==> src/rtl/btn_debounce.sv <==
// Pushbutton conditioning: polarity fix, synchroniser, millisecond-based debounce
// and registered press/release pulses for each button channel.
module btn_debounce #(
  parameter int NUM_BTN     = 4,
  parameter int DEBOUNCE_MS = 10,
  parameter int SYNC_STAGES = 2
) (
  input  logic               clk,
  input  logic               rst_n,
  input  logic [15:0]        ticks_per_milli,
  input  logic [NUM_BTN-1:0] btn_raw,
  input  logic               btn_active_low,
  output logic [NUM_BTN-1:0] btn,
  output logic [NUM_BTN-1:0] btn_press,
  output logic [NUM_BTN-1:0] btn_release,
  output logic               btn_any
);

  localparam logic [7:0] HOLD_LAST = 8'(DEBOUNCE_MS - 1);

  logic [NUM_BTN-1:0]                    norm;
  logic [SYNC_STAGES-1:0][NUM_BTN-1:0]   sync_q;
  logic [NUM_BTN-1:0]                    sync_last;

  logic [15:0]                           milli_cnt_q, milli_cnt_d;
  logic                                  milli_tick;

  logic [NUM_BTN-1:0][7:0]               cnt_q, cnt_d;
  logic [NUM_BTN-1:0]                    btn_q, btn_d;
  logic [NUM_BTN-1:0]                    press_q, press_d;
  logic [NUM_BTN-1:0]                    release_q, release_d;

  // Polarity is folded in ahead of the synchroniser so a runtime flip is debounced too.
  assign norm      = btn_raw ^ {NUM_BTN{btn_active_low}};
  assign sync_last = sync_q[SYNC_STAGES-1];

  always_ff @(posedge clk) begin
    if (!rst_n) begin
      sync_q <= '0;
    end else begin
      sync_q[0] <= norm;
      for (int s = 1; s < SYNC_STAGES; s++) begin
        sync_q[s] <= sync_q[s-1];
      end
    end
  end

  always_comb begin
    milli_tick  = (ticks_per_milli <= 16'd1) ||
                  (milli_cnt_q == (ticks_per_milli - 16'd1));
    milli_cnt_d = milli_tick ? 16'd0 : (milli_cnt_q + 16'd1);
  end

  always_comb begin
    btn_d     = btn_q;
    press_d   = '0;
    release_d = '0;
    cnt_d     = cnt_q;
    for (int i = 0; i < NUM_BTN; i++) begin
      if (sync_last[i] == btn_q[i]) begin
        cnt_d[i] = 8'd0;
      end else if (milli_tick) begin
        if (cnt_q[i] == HOLD_LAST) begin
          btn_d[i]     = sync_last[i];
          press_d[i]   = sync_last[i];
          release_d[i] = ~sync_last[i];
          cnt_d[i]     = 8'd0;
        end else begin
          cnt_d[i] = cnt_q[i] + 8'd1;
        end
      end
    end
  end

  always_ff @(posedge clk) begin
    if (!rst_n) begin
      milli_cnt_q <= 16'd0;
      cnt_q       <= '0;
      btn_q       <= '0;
      press_q     <= '0;
      release_q   <= '0;
    end else begin
      milli_cnt_q <= milli_cnt_d;
      cnt_q       <= cnt_d;
      btn_q       <= btn_d;
      press_q     <= press_d;
      release_q   <= release_d;
    end
  end

  assign btn         = btn_q;
  assign btn_press   = press_q;
  assign btn_release = release_q;
  assign btn_any     = |btn_q;

endmodule
==> config.mk <==
export PLATFORM = sky130hd
export DESIGN_NAME = btn_debounce
export DESIGN_NICKNAME = d
export VERILOG_FILES = /design/src/rtl/btn_debounce.sv
export SDC_FILE = /design/constraint.sdc
export NUM_CORES = 1
export LEC_CHECK = 0
export ABC_AREA = 1
export BUFFER_PORTS_ARGS = -buffer_cell sky130_fd_sc_hd__buf_2
export CAP_MARGIN = 10
export CORE_MARGIN = 10
export CORE_UTILIZATION = 60
export DETAILED_ROUTE_END_ITERATION = 16
export MAX_ROUTING_LAYER = met4
export PLACE_DENSITY = 0.77
export SETUP_SLACK_MARGIN = 0.02
export SYNTH_ARGS = -nofsm -noshare
export SYNTH_HDL_FRONTEND = slang
export SYNTH_SLANG_ARGS = --single-unit
==> constraint.sdc <==
create_clock -name clk -period 4.6 [get_ports clk]
set_clock_uncertainty 0.1 [all_clocks]
set_input_delay 0 -clock clk [delete_from_list [all_inputs] [get_ports clk]]
set_output_delay 0 -clock clk [all_outputs]
set_load 0.02 [all_outputs]
# Word level (Yosys, flattened, before mapping)
# Cells that the tools add are included.
# W data, S select, Z words.
[word_totals]
elab_cells = 69
input_bits = 23
output_inout_bits = 13
regBits = 68
[classes]
n_bitwise = 15
magnitude_cmp = 1
n_addsub = 6
eq_ne = 9
n_mux = 4
n_reduce_logical = 15
[op_table]
columns = ["op", "count"]
rows = [
  ["$add A8 B1 Y8 const B", 4],
  ["$eq A8 B4 Y1 const B", 4],
  ["$mux W8", 4],
  ["$reduce_or A4 Y1", 5],
  ["$add A16 B1 Y16 const B", 1],
  ["$eq A16 B16 Y1", 1],
  ["$le A16 B1 Y1 const B", 1],
  ["$sub A16 B1 Y16 const B", 1],
  ["$not A1 Y1", 14],
  ["$reduce_and A3 Y1", 4],
  ["$reduce_or A2 Y1", 5],
  ["$eq A1 B1 Y1", 4],
  ["$xor A4 B4 Y4", 1],
  ["$logic_or A1 B1 Y1", 1],
]

# Logic depth before layout (Yosys ltp)
# Gate-level depths: netlist (run 1).
[depth]
ltp_word = 5
depth_mapped = 17
ltp_nobuf = 17

# Worst setup path after synthesis (run 1)
# Ideal clock, no wire load.
[synth_timing]
path_type = "register to register"
start = "reg milli_cnt_q[0]"
end = "reg milli_cnt_q[14]"
synth_period_minus_slack_ns = 1.885
stages_incl_launch_ff = 11
setup_ns = 0.071
required_ns = 4.429
arrival_time_ns = 1.714
setup_slack_ns = 2.715
cell_sequence = "dfxtp_1 ha_1 nand2_1 nor2_1 nand3_1 nor2_1 nand4_1 nor2_1 nand3_1 or2_2 a21oi_1"
[synth_between]
elab_chain_len = 3
word_cells_on_any_way = 4
cone_classes = "add/sub: 1; eq/ne: 1; reduce/logical: 2"
[synth_rtl]
columns = ["element", "line", "source"]
rows = [
  ["start, declared", "25", "logic [15:0] milli_cnt_q, milli_cnt_d;"],
  ["start signal, assigned", "83", "milli_cnt_q <= milli_cnt_d;"],
  ["parallel branches: the longest is 3 deep, another holds $add A16 B1 Y16", "n/a", ""],
]
# Parallel ways; which one is timed is not known.
# A chain may end at the register's enable or synchronous reset.

# Worst setup path after layout (run 1)
[layout_timing]
start = "reg milli_cnt_q[12]"
end = "reg cnt_q[9] in the netlist's numbering"
[layout_between]
elab_chain_len = 2
[layout_rtl]
columns = ["element", "line", "source"]
rows = [
  ["$eq A16 B16 Y1", "50", "(milli_cnt_q == (ticks_per_milli - 16'd1));"],
  ["$logic_or A1 B1 Y1", "49", "milli_tick = (ticks_per_milli <= 16'd1) ||"],
  ["end signal, assigned", "84", "cnt_q <= cnt_d;"],
  ["end, declared", "28", "logic [NUM_BTN-1:0][7:0] cnt_q, cnt_d;"],
]
# No other way between the ends.

==> impl_metrics.env, run 1 <==
export IMPL_synth_top_cell_by_area="dfxtp_1"
export IMPL_layoutNonFillerInstCount=783
export IMPL_cts_sinks=68
export IMPL_syn_to_final_growth_pct=12.5
export IMPL_final_cell_mix="nand2_1 (151), inv_1 (81), nand3_1 (75)"
export IMPL_setup_violations=0
export IMPL_worstMarginPinSlew_ns=1.11
export IMPL_layout_nets=716
export IMPL_placed_cell_area_um2=4500
export IMPL_cts_resized=0
export IMPL_die_area_um2=10900
export IMPL_final_max_slew_viol_count=0
export IMPL_required_ns=4.77
export IMPL_critical_path_peak_fanout=32
export IMPL_drcViolationCount=0
export IMPL_synth_cells=635
export IMPL_coreArea_um2=6830
export IMPL_slew_limit_headroom=0.256
export IMPL_die_x_um=104
export IMPL_min_delay_start="ticks_per_milli[15]"
export IMPL_synth_adder_area_share=0.0323
export IMPL_synthTopCellsByArea="dfxtp_1 (32%), nand2_1 (13%), nand3_1 (8.8%), inv_1 (7.1%), nor2_1 (6.1%)"
export IMPL_syn_area_um2=4260
export IMPL_tns_ns=0
export IMPL_grt_pass1_vias=3944
export IMPL_grt_pass1_wl_mm=17.7
export IMPL_layout_commonest_cell="nand2_1"
export IMPL_whs_endpoint="btn[0]"
export IMPL_r2r_start="milli_cnt_q[12]"
export IMPL_num_rows=30
export IMPL_synth_nets=669
export IMPL_finish_utilization=0.702
export IMPL_yosys_area_share_simple=0.411
export IMPL_antenna_cells=0
export IMPL_vias=4072
export IMPL_synth_compound_area_share=0.0657
export IMPL_ys_seq_elements=68
export IMPL_cts_buffers=9
export IMPL_synth_xor_area_frac=0.0760
export IMPL_die_h_um=104
export IMPL_synth_top_family_by_area="simple AND/OR/NAND/NOR gates"
export IMPL_synth_mux_area_frac=0
export IMPL_whs_ns=0.305
export IMPL_ir_worst_vdd_mv=0.138
export IMPL_n_fill_cell=614
export IMPL_crit_path_end_kind="flop"
export IMPL_clkLatencyLatePin_ns=0.35
export IMPL_initial_core_util=0.624
export IMPL_max_freq_mhz=414
export IMPL_post_drt_via_cell_ratio=5.20
export IMPL_power_mw=1.23
export IMPL_drt_pass1_iterations=4
export IMPL_yosysUniqueCellTypes=35
export IMPL_rrSetupSlack_ns=2.19
export IMPL_reg2reg_to="cnt_q[9]"
export IMPL_io_buffers=35
export IMPL_wl_per_cell_um=12.9
export IMPL_numPlacedInstances=757
export IMPL_drive_gt1_frac=0.134
export IMPL_ys_warn_count=0
export IMPL_hold_path_class="input pin to flop"
export IMPL_synth_top_cell_area_share=0.319
export IMPL_antenna_left=0
export IMPL_hold_viol=0
export IMPL_hpwl_mm=7.50
export IMPL_rsz0062_at_grt="no"
export IMPL_grt_use_total=0.193
export IMPL_antenna_found_initial=0
export IMPL_cp_start_kind="flop"
export IMPL_holdPathStages=9
export IMPL_avgSynthCellArea_um2=6.71
export IMPL_clock_root_buffer="clkbuf_8"
export IMPL_pre_cts_slack_ns=1.88
export IMPL_drt_total_wl_mm=10.1
export IMPL_crit_type="flop to flop"
export IMPL_cap_violations=0
export IMPL_cts_tree="yes"
export IMPL_dr_first_iter_drc_count=169
export IMPL_power_density_nw_per_um2=257
export IMPL_period_share=0.525
export IMPL_h_tree_depth=3
export IMPL_post_cts_setup_buffers=0
export IMPL_status="finished, final reports clean"
export IMPL_num_io_pins=36
export IMPL_path_clk_slew_ns=0.08
export IMPL_grt_ovfl_total=0
export IMPL_r2r_cells=9
export IMPL_worst_endpoint_arrival_ns=2.59
export IMPL_grt_start_max_net_pins=33
export IMPL_clk_path_buf_depth=2
export IMPL_p_leak_nw=2.13
export IMPL_gp_congestion=0.964
export IMPL_fin_ws_ns=2.19
export IMPL_finish_instance_area_um2=4800
export IMPL_synth_seq_area_share=0.319
export IMPL_ctsHoldBuffers=9
export IMPL_fin_crit_ns=2.41
-- worst max path at each step --
stage | start | endpoint | slack [ns]
2_1_floorplan | milli_cnt_q[0] | milli_cnt_q[14] | 2.71
3_3_place_gp | ticks_per_milli[0] | cnt_q[19] | 1.98
3_5_place_dp | ticks_per_milli[0] | cnt_q[29] | 1.88
4_1_cts | milli_cnt_q[12] | cnt_q[9] | 2.19
5_1_grt | milli_cnt_q[12] | cnt_q[13] | 1.91
6_report | milli_cnt_q[12] | cnt_q[9] | 2.19
-- metal layers --
| layer | track usage | up-vias | wire length [um] |
|---|---|---|---|
| met4 | 0.0527 | 0 | 113 |
| met2 | 0.337 | 63 | 5110 |
| met1 | 0.226 | 1863 | 4630 |
| met3 | 0.0266 | 13 | 275 |
| li1 | - | 2133 | - |
| met5 | - | - | 0 |
-- final cells by class --
cell class / count / area, um2 / area share
clock buffers: 9 / 124 / 0.0258
multi-input cells: 472 / 2500 / 0.521
repair buffers: 49 / 300 / 0.0626
clock inverters: 7 / 82.6 / 0.0172
well taps: 96 / 120 / 0.0250
flip-flops and latches: 68 / 1360 / 0.284
inverters: 82 / 308 / 0.0642
-- power by group --
group,internal (mW),switching (mW)
combinational,0.0405,0.0649
sequential,0.595,0.00537
clock,0.260,0.267
-- flip-flops by register name, summed over array words and instances (netlist names) --
register / count
btn_press: 4
milli_cnt_q: 16
sync_q: 4
cnt_q: 32
btn: 4
sync_last: 4
btn_release: 4
-- synth_stat cells, drive strengths merged --
cell type  instances
xor2              25
and3               1
o21ai              9
ha                11
or4                1
inv               82
o2111ai            1
or2                3
xnor2             12
nor3              22
nand3b             1
clkbuf             3
a21oi             44
nor2              78
buf               10
nor3b              5
nand4             11
nand2            163
nand3             77
a31oi              1
nor4               7
dfxtp             68
-- kinds of logic after synthesis --
logic type               Yosys count
buffers and inverters             95
XOR/XNOR                          37
AO/OA/AOI/OAI                     55
adder cells (fa/ha/maj)           11
AND/OR/NAND/NOR                  369
flip-flops                        68
-- critical path: stages (launching register included) --
cell and delay [ns]:
dfxtp_1 0.44, xor2_1 0.22, nand3_1 0.10, nand2_1 0.12
nand4_1 0.13, nor2_1 0.17, nand2_2 0.37, nand2_4 0.45
nand2_1 0.10, a21oi_1 0.16
(Power assumes the default switching activity.)
==> inputs of run 2 (changes only) <==
Settings changed: ABC_AREA 1 to 0, CORE_UTILIZATION 60 to 59.
Clock period 4.6 ns to 2.4 ns, I/O delays scaled along.
==> impl_metrics.env, run 2 <==
export IMPL_crit_family="compound AO/OA/AOI/OAI gates"
export IMPL_largest_reg_flops=32
export IMPL_r2r_start="milli_cnt_q[13]"
export IMPL_synth_edf_count=0
export IMPL_worst_endpoint_arrival_ns=2.89
export IMPL_worstMarginPinSlew_ns=0.597
export IMPL_ys_warn_count=0
export IMPL_hold_path_class="flop to flop"
export IMPL_fin_ws_ns=-0.361
export IMPL_whs_ns=0.351
export IMPL_endpoint="cnt_q[23]"
export IMPL_grt_pass1_wl_mm=19.4
export IMPL_synth_top_family_by_area="simple AND/OR/NAND/NOR gates"
export IMPL_synth_seq_area_share=0.380
export IMPL_top_register="cnt_q"
export IMPL_post_drt_via_cell_ratio=6.50
export IMPL_cts_sinks=68
export IMPL_drt_pass1_iterations=5
export IMPL_max_freq_mhz=362
export IMPL_crit_chain="xnor2_2 > or4_4 > a211oi_2 > or3_4 > a31oi_4 > buf_4 > buf_16 > buf_4 > o31ai_2 > a21oi_1"
export IMPL_path_clk_slew_ns=0.08
export IMPL_die_x_um=98.0
export IMPL_crit_type="flop to flop"
export IMPL_cts_tree="yes"
export IMPL_drive_gt1_frac=0.374
export IMPL_layout_nets=569
export IMPL_antenna_cells=0
export IMPL_cp_slowest_cell="or4_4"
export IMPL_required_ns=2.52
export IMPL_tns_ns=-12.30
export IMPL_wl_per_cell_um=20.4
export IMPL_yosysUniqueCellTypes=52
export IMPL_drcViolationCount=0
export IMPL_synthArstFlopShare=0
export IMPL_num_io_pins=36
export IMPL_hpwl_mm=6.77
export IMPL_status="complete, but fails checks"
export IMPL_crit_start="milli_cnt_q[13]"
export IMPL_yosys_area_share_simple=0.285
export IMPL_layoutNonFillerInstCount=615
export IMPL_p_int_mw=1.95
export IMPL_grt_start_max_net_pins=23
export IMPL_fin_crit_ns=2.76
export IMPL_initial_core_util=0.606
export IMPL_synth_nets=447
export IMPL_clock_root_buffer="clkbuf_8"
export IMPL_slew_limit_headroom=0.598
export IMPL_die_area_um2=9600
export IMPL_yosys_top_cells_count="dfxtp_1 (68), nor2_1 (45), a21oi_1 (26), xnor2_1 (24), nand3_1 (21)"
export IMPL_ys_seq_elements=68
export IMPL_h_tree_depth=3
export IMPL_r2r_cells=10
export IMPL_clkLatencyLatePin_ns=0.34
export IMPL_cp_slowest_stage_delay_ns=0.54
export IMPL_path_common_cell="buf_4"
export IMPL_ys_flop_type="dfxtp_1"
export IMPL_cp_start_kind="flop"
export IMPL_drt_total_wl_mm=12.5
export IMPL_finish_utilization=0.889
export IMPL_holdPathStages=1
export IMPL_period_share=1.15
export IMPL_p_comb_frac=0.098
export IMPL_synth_top_cell_area_share=0.380
export IMPL_seqPwrFrac=0.452
export IMPL_avgSynthCellArea_um2=8.68
export IMPL_synth_compound_area_share=0.157
export IMPL_cap_violations=0
export IMPL_clockPowerShare=0.450
export IMPL_synth_xor_area_frac=0.100
export IMPL_critPathBufInv=3
export IMPL_vias=4000
export IMPL_reg_top3="cnt_q: 32 flops, milli_cnt_q: 16 flops"
export IMPL_syn_area_um2=3590
export IMPL_dr_first_iter_drc_count=382
export IMPL_swShare=0.232
export IMPL_reg2reg_to="cnt_q[23]"
export IMPL_cp_depth=10
export IMPL_die_h_um=98.0
export IMPL_final_cell_mix="dfxtp_1 (65), buf_4 (63), nor2_1 (37)"
export IMPL_numPlacedInstances=572
export IMPL_synth_most_common_cell="dfxtp_1"
export IMPL_finish_instance_area_um2=5260
export IMPL_rrSetupSlack_ns=-0.36
export IMPL_hold_viol=0
export IMPL_power_mw=2.54
export IMPL_netSwitchingPower_uw=589
export IMPL_cts_buffers=9
export IMPL_layout_commonest_cell="dfxtp_1"
export IMPL_ir_worst_vdd_mv=0.504
export IMPL_violations="setup timing"
export IMPL_crit_path_end_kind="flop"
export IMPL_critical_path_peak_fanout=6
export IMPL_final_max_slew_viol_count=0
export IMPL_coreArea_um2=5920
export IMPL_setup_violations=60
export IMPL_pre_cts_slack_ns=-0.424
export IMPL_rsz0062_at_grt="yes"
export IMPL_antenna_left=0
export IMPL_power_density_nw_per_um2=483
export IMPL_p_leak_nw=1.94
export IMPL_synth_top_cell_by_area="dfxtp_1"
export IMPL_placed_cell_area_um2=4330
export IMPL_synth_cells=413
export IMPL_io_buffers=35
export IMPL_grt_ovfl_total=0
export IMPL_grt_pass1_vias=3897
export IMPL_synth_mux_area_frac=0.00279
export IMPL_num_rows=28
export IMPL_syn_to_final_growth_pct=46.8
export IMPL_clk_path_buf_depth=2
export IMPL_antenna_found_initial=0
export IMPL_synth_adder_area_share=0.0384
export IMPL_gp_congestion=0.950
export IMPL_synthTopCellsByArea="dfxtp_1 (38%), xnor2_1 (5.9%), nor2_1 (4.7%), xor2_1 (4.2%), ha_1 (3.8%)"
export IMPL_grt_use_total=0.248
-- run 2: changes by cell type in the layout (fill, tap and decap cells not counted), moves of 10 or more --
cell and change:
nand3_1 -56, nor2_1 -32, o31ai_1 +10, or4_1 +11, inv_1 -66, nand2_1 -134, a21oi_1 -26, buf_4 +59
-- run 2: area by class of cell --
cell class,count,area [um2]
multi-input cells,318,2500
flip-flops and latches,68,1370
repair buffers,123,1010
fillers,271,657
clock buffers,10,128
clock inverters,6,113
well taps,75,93.8
inverters,15,56.3
-- run 2: kinds of logic (layout without fill, tap and decap cells) --
group,Yosys count,count (layout)
and+or+nand+nor,179,179
AOI/OAI and AO/OA,85,86
DFF,68,68
xor gates and xnor gates,41,41
buffers and inverters,28,154
adders and majority gates,11,11
muxes,1,1
-- run 2: worst min path at each step --
stage | start | endpoint | slack [ns]
5_1_grt | sync_q[3] | sync_last[3] | 0.37
4_1_cts | sync_q[3] | sync_last[3] | 0.34
3_3_place_gp | btn_raw[3] | sync_q[3] | 0.15
6_report | sync_q[2] | sync_last[2] | 0.35
3_5_place_dp | btn_raw[3] | sync_q[3] | 0.16
2_1_floorplan | btn_raw[0] | sync_q[0] | 0.04
-- run 2: power groups by stage --
stage / clock, mW / combinational (mW) / sequential (mW)
5_1_grt: 1.19 / 0.261 / 1.15
2_1_floorplan: 0 / 0.0893 / 1.17
6_report: 1.15 / 0.248 / 1.15
3_3_place_gp: 0 / 0.187 / 1.17
4_1_cts: 1.14 / 0.231 / 1.15
3_5_place_dp: 0 / 0.192 / 1.17
-- run 2: what timing repair did --
action	CTS	global route
setup endpoints to repair	56	60
cloned	5	0
pin swaps	30	15
buffers inserted	13	0
hold buffers	9	0
resized for setup	60	23
endpoints found under the hold margin	6	0
-- run 2: routing by layer --
metal / vias to the layer above / global-route usage / wire length, um
met3: 58 / 0.0550 / 1340
li1: 1780 / - / -
met5: - / - / 0
met2: 290 / 0.406 / 6000
met1: 1872 / 0.291 / 4760
met4: 0 / 0.0928 / 412
-- run 2: worst register-to-register path, stage by stage (launching register included) --
cell      delay [ns]
dfxtp_2         0.34
xnor2_2         0.16
or4_4           0.54
a211oi_2        0.31
or3_4           0.19
a31oi_4         0.15
buf_4           0.20
buf_16          0.13
buf_4           0.15
o31ai_2         0.26
a21oi_1         0.13
